## config.mk

```make
export PLATFORM = sky130hd
export DESIGN_NAME = pipe_stage_hs_flat
export DESIGN_NICKNAME = d
export VERILOG_FILES = /design/src/rtl/pipe_pkg.sv /design/src/rtl/pipe_stage_hs_if.sv /design/src/rtl/pipe_skid_buf.sv /design/src/rtl/pipe_stage_hs.sv /design/src/flat_wrapper.sv
export SDC_FILE = /design/constraint.sdc
export NUM_CORES = 1
export LEC_CHECK = 0
export CORE_AREA = 2 2 162 164
export DETAILED_ROUTE_END_ITERATION = 10
export DIE_AREA = 0 0 164 166
export PLACE_DENSITY = 0.7
export SLEW_MARGIN = 20
export SYNTH_ARGS = -nofsm -noshare
export SYNTH_HDL_FRONTEND = slang
export SYNTH_SLANG_ARGS = --single-unit
```

## constraint.sdc

```tcl
create_clock -name clk -period 3.9 [get_ports clk]
set_input_delay 0.78 -clock clk [delete_from_list [all_inputs] [get_ports clk]]
set_output_delay 0.78 -clock clk [all_outputs]
set_load 0.05 [all_outputs]
```

## src/rtl/pipe_pkg.sv

```systemverilog
// Shared types and constants for the pipeline stage register and its skid buffer.
package pipe_pkg;

  localparam int PAYLOAD_W_DEF = 128;
  localparam int EXC_W_DEF     = 5;

  localparam logic [31:0] PC_RESET_DEF = 32'h0000_3000;
  localparam logic [31:0] EXC_VEC_DEF  = 32'h0000_4180;
  localparam logic [31:0] PC_STEP8     = 32'd8;

  typedef logic [EXC_W_DEF-1:0] exc_code_t;
  localparam exc_code_t EXC_NONE = '0;

  typedef struct packed {
    logic [31:0]              pc;
    logic                     bd;
    exc_code_t                exc;
    logic [PAYLOAD_W_DEF-1:0] payload;
  } stage_entry_t;

  // Wraps modulo 2^32, so 32'hFFFF_FFFC + 8 gives 32'h0000_0004.
  function automatic logic [31:0] pc_plus8(input logic [31:0] pc);
    return pc + PC_STEP8;
  endfunction

endpackage

```

## src/rtl/pipe_stage_hs_if.sv

```systemverilog
// Handshake bundle carrying one pipeline entry between two stages.
interface pipe_stage_hs_if #(
  parameter int PAYLOAD_W = 128,
  parameter int EXC_W     = 5
);

  // A beat transfers on a posedge where valid & ready are both high; ready may
  // depend on state only (skid build) or on the consumer's ready (no-skid build).
  logic                 valid;
  logic                 ready;
  logic [31:0]          pc;
  logic [31:0]          pc8;
  logic                 bd;
  logic [EXC_W-1:0]     exc;
  logic [PAYLOAD_W-1:0] payload;

  modport master (output valid, pc, pc8, bd, exc, payload, input ready);
  modport slave  (input valid, pc, pc8, bd, exc, payload, output ready);

endinterface

```

## src/rtl/pipe_skid_buf.sv

```systemverilog
// One-entry holding register that catches an input accepted while the main register is stalled.
module pipe_skid_buf #(
  parameter int W = 1
) (
  input  logic         clk,
  input  logic         reset,
  input  logic         flush,
  input  logic         load,
  input  logic         unload,
  input  logic [W-1:0] entry_in,
  output logic [W-1:0] entry_out,
  output logic         full
);

  always_ff @(posedge clk) begin
    if (reset || flush) begin
      full <= 1'b0;
    end else if (load) begin
      full <= 1'b1;
    end else if (unload) begin
      full <= 1'b0;
    end
  end

  always_ff @(posedge clk) begin
    if (reset) begin
      entry_out <= '0;
    end else if (load) begin
      entry_out <= entry_in;
    end
  end

endmodule

```

## src/rtl/pipe_stage_hs.sv

```systemverilog
// Pipeline stage register with valid/ready handshake, flush (clr) and exception redirect (req).
// Optional 1-entry skid buffer enabled by defining PIPE_STAGE_SKID_EN.
module pipe_stage_hs
  import pipe_pkg::*;
#(
  parameter int          PAYLOAD_W = PAYLOAD_W_DEF,
  parameter int          EXC_W     = EXC_W_DEF,
  parameter logic [31:0] PC_RESET  = PC_RESET_DEF,
  parameter logic [31:0] EXC_VEC   = EXC_VEC_DEF
) (
  input  logic             clk,
  input  logic             reset,
  input  logic             req,
  input  logic             clr,
  pipe_stage_hs_if.slave   up,
  pipe_stage_hs_if.master  dn
);

  typedef struct packed {
    logic [31:0]          pc;
    logic                 bd;
    logic [EXC_W-1:0]     exc;
    logic [PAYLOAD_W-1:0] payload;
  } entry_t;

  entry_t      in_entry;
  entry_t      src_entry;
  entry_t      nxt_entry;
  entry_t      main_q;
  logic [31:0] main_pc8;
  logic        main_valid;
  logic        nxt_valid;
  logic        src_valid;
  logic        in_ready;
  logic        accept;
  logic        main_load_en;
  logic        main_upd;

  assign in_entry.pc      = up.pc;
  assign in_entry.bd      = up.bd;
  assign in_entry.exc     = up.exc;
  assign in_entry.payload = up.payload;

  assign main_load_en = dn.ready | ~main_valid;
  assign accept       = up.valid & in_ready;
  assign up.ready     = in_ready;

`ifdef PIPE_STAGE_SKID_EN
  logic                      skid_full;
  logic [$bits(entry_t)-1:0] skid_raw;
  entry_t                    skid_q;

  // in_ready comes straight from a flop, so out_ready never reaches upstream combinationally.
  assign in_ready = ~skid_full;
  assign skid_q   = entry_t'(skid_raw);

  pipe_skid_buf #(
    .W ($bits(entry_t))
  ) u_skid (
    .clk       (clk),
    .reset     (reset),
    .flush     (req | clr),
    .load      (accept & ~main_load_en),
    .unload    (main_load_en & skid_full),
    .entry_in  (in_entry),
    .entry_out (skid_raw),
    .full      (skid_full)
  );

  // The skid, when full, is older than anything upstream and drains first.
  assign src_valid = skid_full | accept;
  assign src_entry = skid_full ? skid_q : in_entry;
`else
  assign in_ready  = main_load_en;
  assign src_valid = accept;
  assign src_entry = in_entry;
`endif

  // Bubbles keep pc/bd of the current entry (needed for EPC) but clear exc and payload.
  always_comb begin
    nxt_valid         = 1'b0;
    nxt_entry         = main_q;
    nxt_entry.exc     = '0;
    nxt_entry.payload = '0;
    if (req) begin
      nxt_entry.pc = EXC_VEC;
      nxt_entry.bd = 1'b0;
    end else if (clr) begin
      nxt_entry.pc = up.pc;
      nxt_entry.bd = up.bd;
    end else if (src_valid) begin
      nxt_valid = 1'b1;
      nxt_entry = src_entry;
    end
  end

  assign main_upd = req | clr | main_load_en;

  always_ff @(posedge clk) begin
    if (reset) begin
      main_valid     <= 1'b0;
      main_q.pc      <= PC_RESET;
      main_q.bd      <= 1'b0;
      main_q.exc     <= '0;
      main_q.payload <= '0;
      main_pc8       <= pc_plus8(PC_RESET);
    end else if (main_upd) begin
      main_valid <= nxt_valid;
      main_q     <= nxt_entry;
      main_pc8   <= pc_plus8(nxt_entry.pc);
    end
  end

  assign dn.valid   = main_valid;
  assign dn.pc      = main_q.pc;
  assign dn.pc8     = main_pc8;
  assign dn.bd      = main_q.bd;
  assign dn.exc     = main_q.exc;
  assign dn.payload = main_q.payload;

endmodule

```

## src/flat_wrapper.sv

```systemverilog
// flat-port wrapper written by rule: the top's interface ports become plain ports
module pipe_stage_hs_flat import pipe_pkg::*;
#(
  parameter int          PAYLOAD_W = PAYLOAD_W_DEF,
  parameter int          EXC_W     = EXC_W_DEF,
  parameter logic [31:0] PC_RESET  = PC_RESET_DEF,
  parameter logic [31:0] EXC_VEC   = EXC_VEC_DEF
)
  (clk, reset, req, clr, up_valid, up_pc, up_pc8, up_bd, up_exc, up_payload, up_ready, dn_valid, dn_pc, dn_pc8, dn_bd, dn_exc, dn_payload, dn_ready);
  pipe_stage_hs_if #(.PAYLOAD_W(PAYLOAD_W), .EXC_W(EXC_W)) up_i ();
  pipe_stage_hs_if #(.PAYLOAD_W(PAYLOAD_W), .EXC_W(EXC_W)) dn_i ();
  input  logic clk;
  input  logic reset;
  input  logic req;
  input  logic clr;
  input wire logic [$bits(up_i.valid)-1:0] up_valid;
  input wire logic [$bits(up_i.pc)-1:0] up_pc;
  input wire logic [$bits(up_i.pc8)-1:0] up_pc8;
  input wire logic [$bits(up_i.bd)-1:0] up_bd;
  input wire logic [$bits(up_i.exc)-1:0] up_exc;
  input wire logic [$bits(up_i.payload)-1:0] up_payload;
  output wire logic [$bits(up_i.ready)-1:0] up_ready;
  output wire logic [$bits(dn_i.valid)-1:0] dn_valid;
  output wire logic [$bits(dn_i.pc)-1:0] dn_pc;
  output wire logic [$bits(dn_i.pc8)-1:0] dn_pc8;
  output wire logic [$bits(dn_i.bd)-1:0] dn_bd;
  output wire logic [$bits(dn_i.exc)-1:0] dn_exc;
  output wire logic [$bits(dn_i.payload)-1:0] dn_payload;
  input wire logic [$bits(dn_i.ready)-1:0] dn_ready;
  assign up_i.valid = up_valid;
  assign up_i.pc = up_pc;
  assign up_i.pc8 = up_pc8;
  assign up_i.bd = up_bd;
  assign up_i.exc = up_exc;
  assign up_i.payload = up_payload;
  assign up_ready = up_i.ready;
  assign dn_valid = dn_i.valid;
  assign dn_pc = dn_i.pc;
  assign dn_pc8 = dn_i.pc8;
  assign dn_bd = dn_i.bd;
  assign dn_exc = dn_i.exc;
  assign dn_payload = dn_i.payload;
  assign dn_i.ready = dn_ready;
  pipe_stage_hs #(.PAYLOAD_W(PAYLOAD_W), .EXC_W(EXC_W), .PC_RESET(PC_RESET), .EXC_VEC(EXC_VEC)) u_core (.clk(clk), .reset(reset), .req(req), .clr(clr), .up(up_i), .dn(dn_i));
endmodule
```

# Word level (Yosys, flattened, before mapping)
# Cells that the tools add are included.
# W data, S select, Z words.
# classes
add_sub_neg,1
muxes,8
n_bitwise,5
n_reduce_logical,2
# op_table
cell,count
$mux W133,2
$mux W166,1
$mux W33,2
$add A32 B4 Y32 const B,1
$mux W1,3
$or A1 B1 Y1,3
$reduce_bool A3 Y1,1
$reduce_and A2 Y1,1
$and A1 B1 Y1,1
$not A1 Y1,1
# totals
reg_bits,199
inputBits,204
out_inout_bits,200
wordCells,22

# Depth between registers and ports, before layout
# depth
word_depth,7
depth_mapped,15
ltp_nobuf,12

# Worst setup path before layout
# No wires, ideal clock.
# synth_path
kind,input to register
start,input port dn_ready
end,register u_core.main_pc8[29] (netlist: u_core.dn.pc8[29])
setup_ns,0.086
arrival_ns,3.579
required_ns,3.814
setup_slack_ns,0.235
stages,15
n_path_buf,3
path_cell_list,nor2b_4 -> inv_2 -> a21oi_4 -> buf_6 -> buf_6 -> buf_2 -> nand2_1 -> a21oi_1 -> ha_1 -> nor2b_1 -> and4_1 -> nor4b_2 -> o221ai_1 -> xnor2_1 -> a211oi_1
# synth_rtl
item,line_no,text
from (decl),flat_wrapper.sv:29,input wire logic [$bits(dn_i.ready)-1:0] dn_ready;
to (signal assigned),pipe_stage_hs.sv:106,main_pc8 <= pc_plus8(PC_RESET);
to (signal assigned),pipe_stage_hs.sv:110,main_pc8 <= pc_plus8(nxt_entry.pc);
to (decl),pipe_stage_hs.sv:30,logic [31:0] main_pc8;

==> flow_summary.ini <==
[outcome]
status = completed

[clocking]
cts_buffers = 17
cts_tree = done
cts-root-buf = clkbuf_16
clk_pin_slew_ns = 0.09
clock_path_buffers = 2
post_cts_buffers = 0
cts_hold_buf = 0
insertion_delay_ns = 0.45
htreeDepth = 4
cts_resized = 0
cts.sinks = 196

[floorplan]
start_util_pct = 31.5
die_w_um = 164
die_h_um = 166
die_area_um2 = 27200
coreArea_um2 = 25600
std_cell_rows = 59
ios = 404

[synthesis]
synth_ff_type = dfxtp_1
syn_area_um2 = 8060
syn_inst = 907
yosys-top-cells-area = dfxtp_1 (49%), a22oi_1 (12%), nor2_1 (8.5%), nand2_1 (3.4%), mux2i_1 (3.1%)
syn_avg_cell_area_um2 = 8.89
seq_area_frac_synth_pct = 48.7
yosysTopAreaCell = dfxtp_1
yosysTopAreaCellShare_pct = 48.7
yosys_warnings = 0
ys_ff_latch = 196
ys_async_sr_fraction_pct = 0
syn_nets = 1112
synth_cell_types = 62
synth_edf_count = 0

[grt]
antenna_found_initial = 0
grt_overflow = 0
grt_first_pass_wirelength_mm = 44.9
grtUsageTotal_pct = 21.1
grt_start_max_net_pins = 135
grt_pass1_vias = 7930

[sta]
finalHoldViolCount = 0
fin_worst_skew_ns = 0.0162
fin_crit_sh_pct = 89.9
drv_slew = 0
fin_crit_ns = 3.50
rsz0062_at_grt = no
whs_ns = 0.455
setup_viol = 0
worst_slew_pin_slew_ns = 0.793
relSlewSlack_pct = 47.1
fmaxAchievable_mhz = 285

[drt]
dr.first_iter.drc_count = 659
dr_wl_met2_mm = 14.2
avgViaCountPerCell = 5.11
met1_length_mm = 11.9
drcViolationCount = 0
route.met3.wl_mm = 2.50
wire_per_inst_um = 18.4
vias = 8126
postRouteAntennaNets = 0
routed_wl_mm = 29.2
dr.pass1.iters = 5
topRoutingLayerUsed = met4

[placed_design]
place_area_um2 = 12000
io_buffers = 371
hpwlAfterDp_mm = 20.8
gp_congestion = 0.903

[worst_hold_path]
worstHoldPathType = register to register

[finish]
antenna_cells = 0
design_area_um2 = 12700
fillerInstances = 2415
syn_to_final_growth_pct = 57.0
final_nets = 1446
drive_gt1_share_pct = 6.70

[setup_path]
critPathLaunchType = primary input
crit_path_max_incr_delay_ns = 0.52
worst-setup-path-type = primary input to register
worstPathRequired_ns = 4.25
cp.arrival_ns = 3.86
cp_max_fo = 6
timing.critical_path.to_type = register
crit_chain = clkdlybuf4s50_1 > nor2b_4 > inv_2 > a21oi_4 > mux2i_1 > ha_1 > nor2b_1 > and4_1 > nor4b_2 > o221ai_1 > xnor2_1 > a211oi_1
crit_slowest_cell = nor4b_2

[power_and_ir_drop]
p_leak_uw = 0.00456
power_density_nw_per_um2 = 376
ir_worst_vdd_mv = 0.281

[run]
maxCapViolations = 0
==> stage by stage <==
step / setup slack, ns / setup TNS, ns / instances / power [µW] / util [%]
2_1_floorplan: 0.235 / 0 / 907 / 2540 / -
3_3_place_gp: 0.0632 / 0 / 1557 / 2900 / 46.9
3_5_place_dp: -0.0115 / -0.0115 / 1557 / 2900 / 46.9
4_1_cts: 0.421 / 0 / 1589 / 4810 / 49.4
5_1_grt: 0.132 / 0 / 1589 / 4930 / 49.4
6_report: 0.396 / 0 / 1589 / 4760 / 49.4
==> critical path: cells and delay by family <==
kind                       cells  cell delay (ns)
adders and majority gates      1             0.20
AOI/OAI and AO/OA              3             0.70
muxes                          1             0.27
buffers and inverters          2             0.55
xor gates and xnor gates       1             0.17
and+or+nand+nor                4             1.18
==> kinds of logic (layout without fill, tap and decap cells) <==
logic type	Yosys count	after routing	synth area share, %
xor gates and xnor gates	19	19	2.06
and+or+nand+nor	364	364	20.9
DFF	196	196	48.7
AOI/OAI and AO/OA	212	212	19.2
adders and majority gates	1	1	0.155
muxes	32	32	4.25
buffers and inverters	83	430	4.78
==> power breakdown <==
| part | internal [µW] | leakage [µW] | total [µW] | switching (µW) |
|---|---|---|---|---|
| combinational | 327 | 0.00266 | 756 | 429 |
| clock | 952 | 0.000306 | 1900 | 949 |
| sequential | 2060 | 0.00159 | 2100 | 44.5 |
| total | 3330 | 0.00456 | 4760 | 1420 |
==> cells in the final DEF (no fill, tap or decap), types with 3 or more instances in the layout <==
| cell type | instances |
|---|---|
| a211oi_1 | 12 |
| a21oi_1 | 22 |
| a22oi_1 | 133 |
| and2_1 | 12 |
| and3_1 | 12 |
| and4_1 | 4 |
| buf_4 | 20 |
| clkbuf_16 | 17 |
| clkdlybuf4s50_1 | 369 |
| clkinv_8 | 4 |
| dfxtp_1 | 196 |
| inv_1 | 4 |
| inv_12 | 3 |
| inv_8 | 4 |
| mux2_2 | 5 |
| mux2i_1 | 25 |
| nand2_1 | 72 |
| nand3_1 | 16 |
| nand4_1 | 8 |
| nor2_1 | 183 |
| nor2b_1 | 5 |
| nor3_1 | 21 |
| nor3b_1 | 4 |
| nor4_1 | 7 |
| o2111ai_1 | 3 |
| o211ai_1 | 3 |
| o21ai_0 | 16 |
| o21ai_1 | 3 |
| or4_1 | 3 |
| xnor2_1 | 8 |
| xor2_1 | 11 |
==> area by class of cell <==
class,count,area [µm²],share of cell area (%)
sequential,196,3920,31.0
timing repair buffer,392,3890,30.7
multi-input combinational,628,3760,29.7
clock buffer,17,425,3.36
tap,335,419,3.31
clock inverter,15,214,1.69
inverter,6,22.5,0.178
==> flip-flops by register name (all words and copies together) (netlist names) <==
register           cells
u_core.dn.pc8         29
u_core.dn.bd           1
u_core.dn.exc          5
u_core.dn.valid        1
u_core.dn.pc          32
u_core.dn.payload    128
==> routing by layer <==
metal | GRT usage, % | up-vias
met4 | 6.18 | 0
li1 | - | 3891
met2 | 35.4 | 350
met3 | 6.64 | 31
met1 | 25.7 | 3854
met5 | 0 | -
==> synthesized netlist by cell type, drive strengths merged, types with 2 or more instances <==
cell type,number
o211ai,3
nand2,72
nor3,23
o2111ai,3
nor3b,4
inv,5
nand4,8
or2,2
dfxtp,196
and2,12
or4,5
nand2b,2
mux2i,27
buf,27
xnor2,8
mux2,5
and4,4
a31oi,2
nor2b,6
a2111oi,4
a211oi,13
xor2,11
and3,12
clkbuf,50
a22oi,133
nand4b,2
nand3,16
nor2,183
a21oi,24
nor4,10
o21ai,19
o221ai,2
a22o,2
==> path summary, 6_finish.rpt <==
path | startpoint | endpoint | slack, ns | cells past startpoint
worst min register to register | u_core.dn.bd | u_core.dn.bd | 0.45 | 2
worst max-delay path | dn_ready | u_core.dn.pc8[29] | 0.40 | 12
worst max register to register | u_core.dn.valid | u_core.dn.pc8[29] | 0.84 | 11
worst min-delay path | u_core.dn.bd | u_core.dn.bd | 0.45 | 2
No activity file was read; power rests on OpenSTA's default activity.
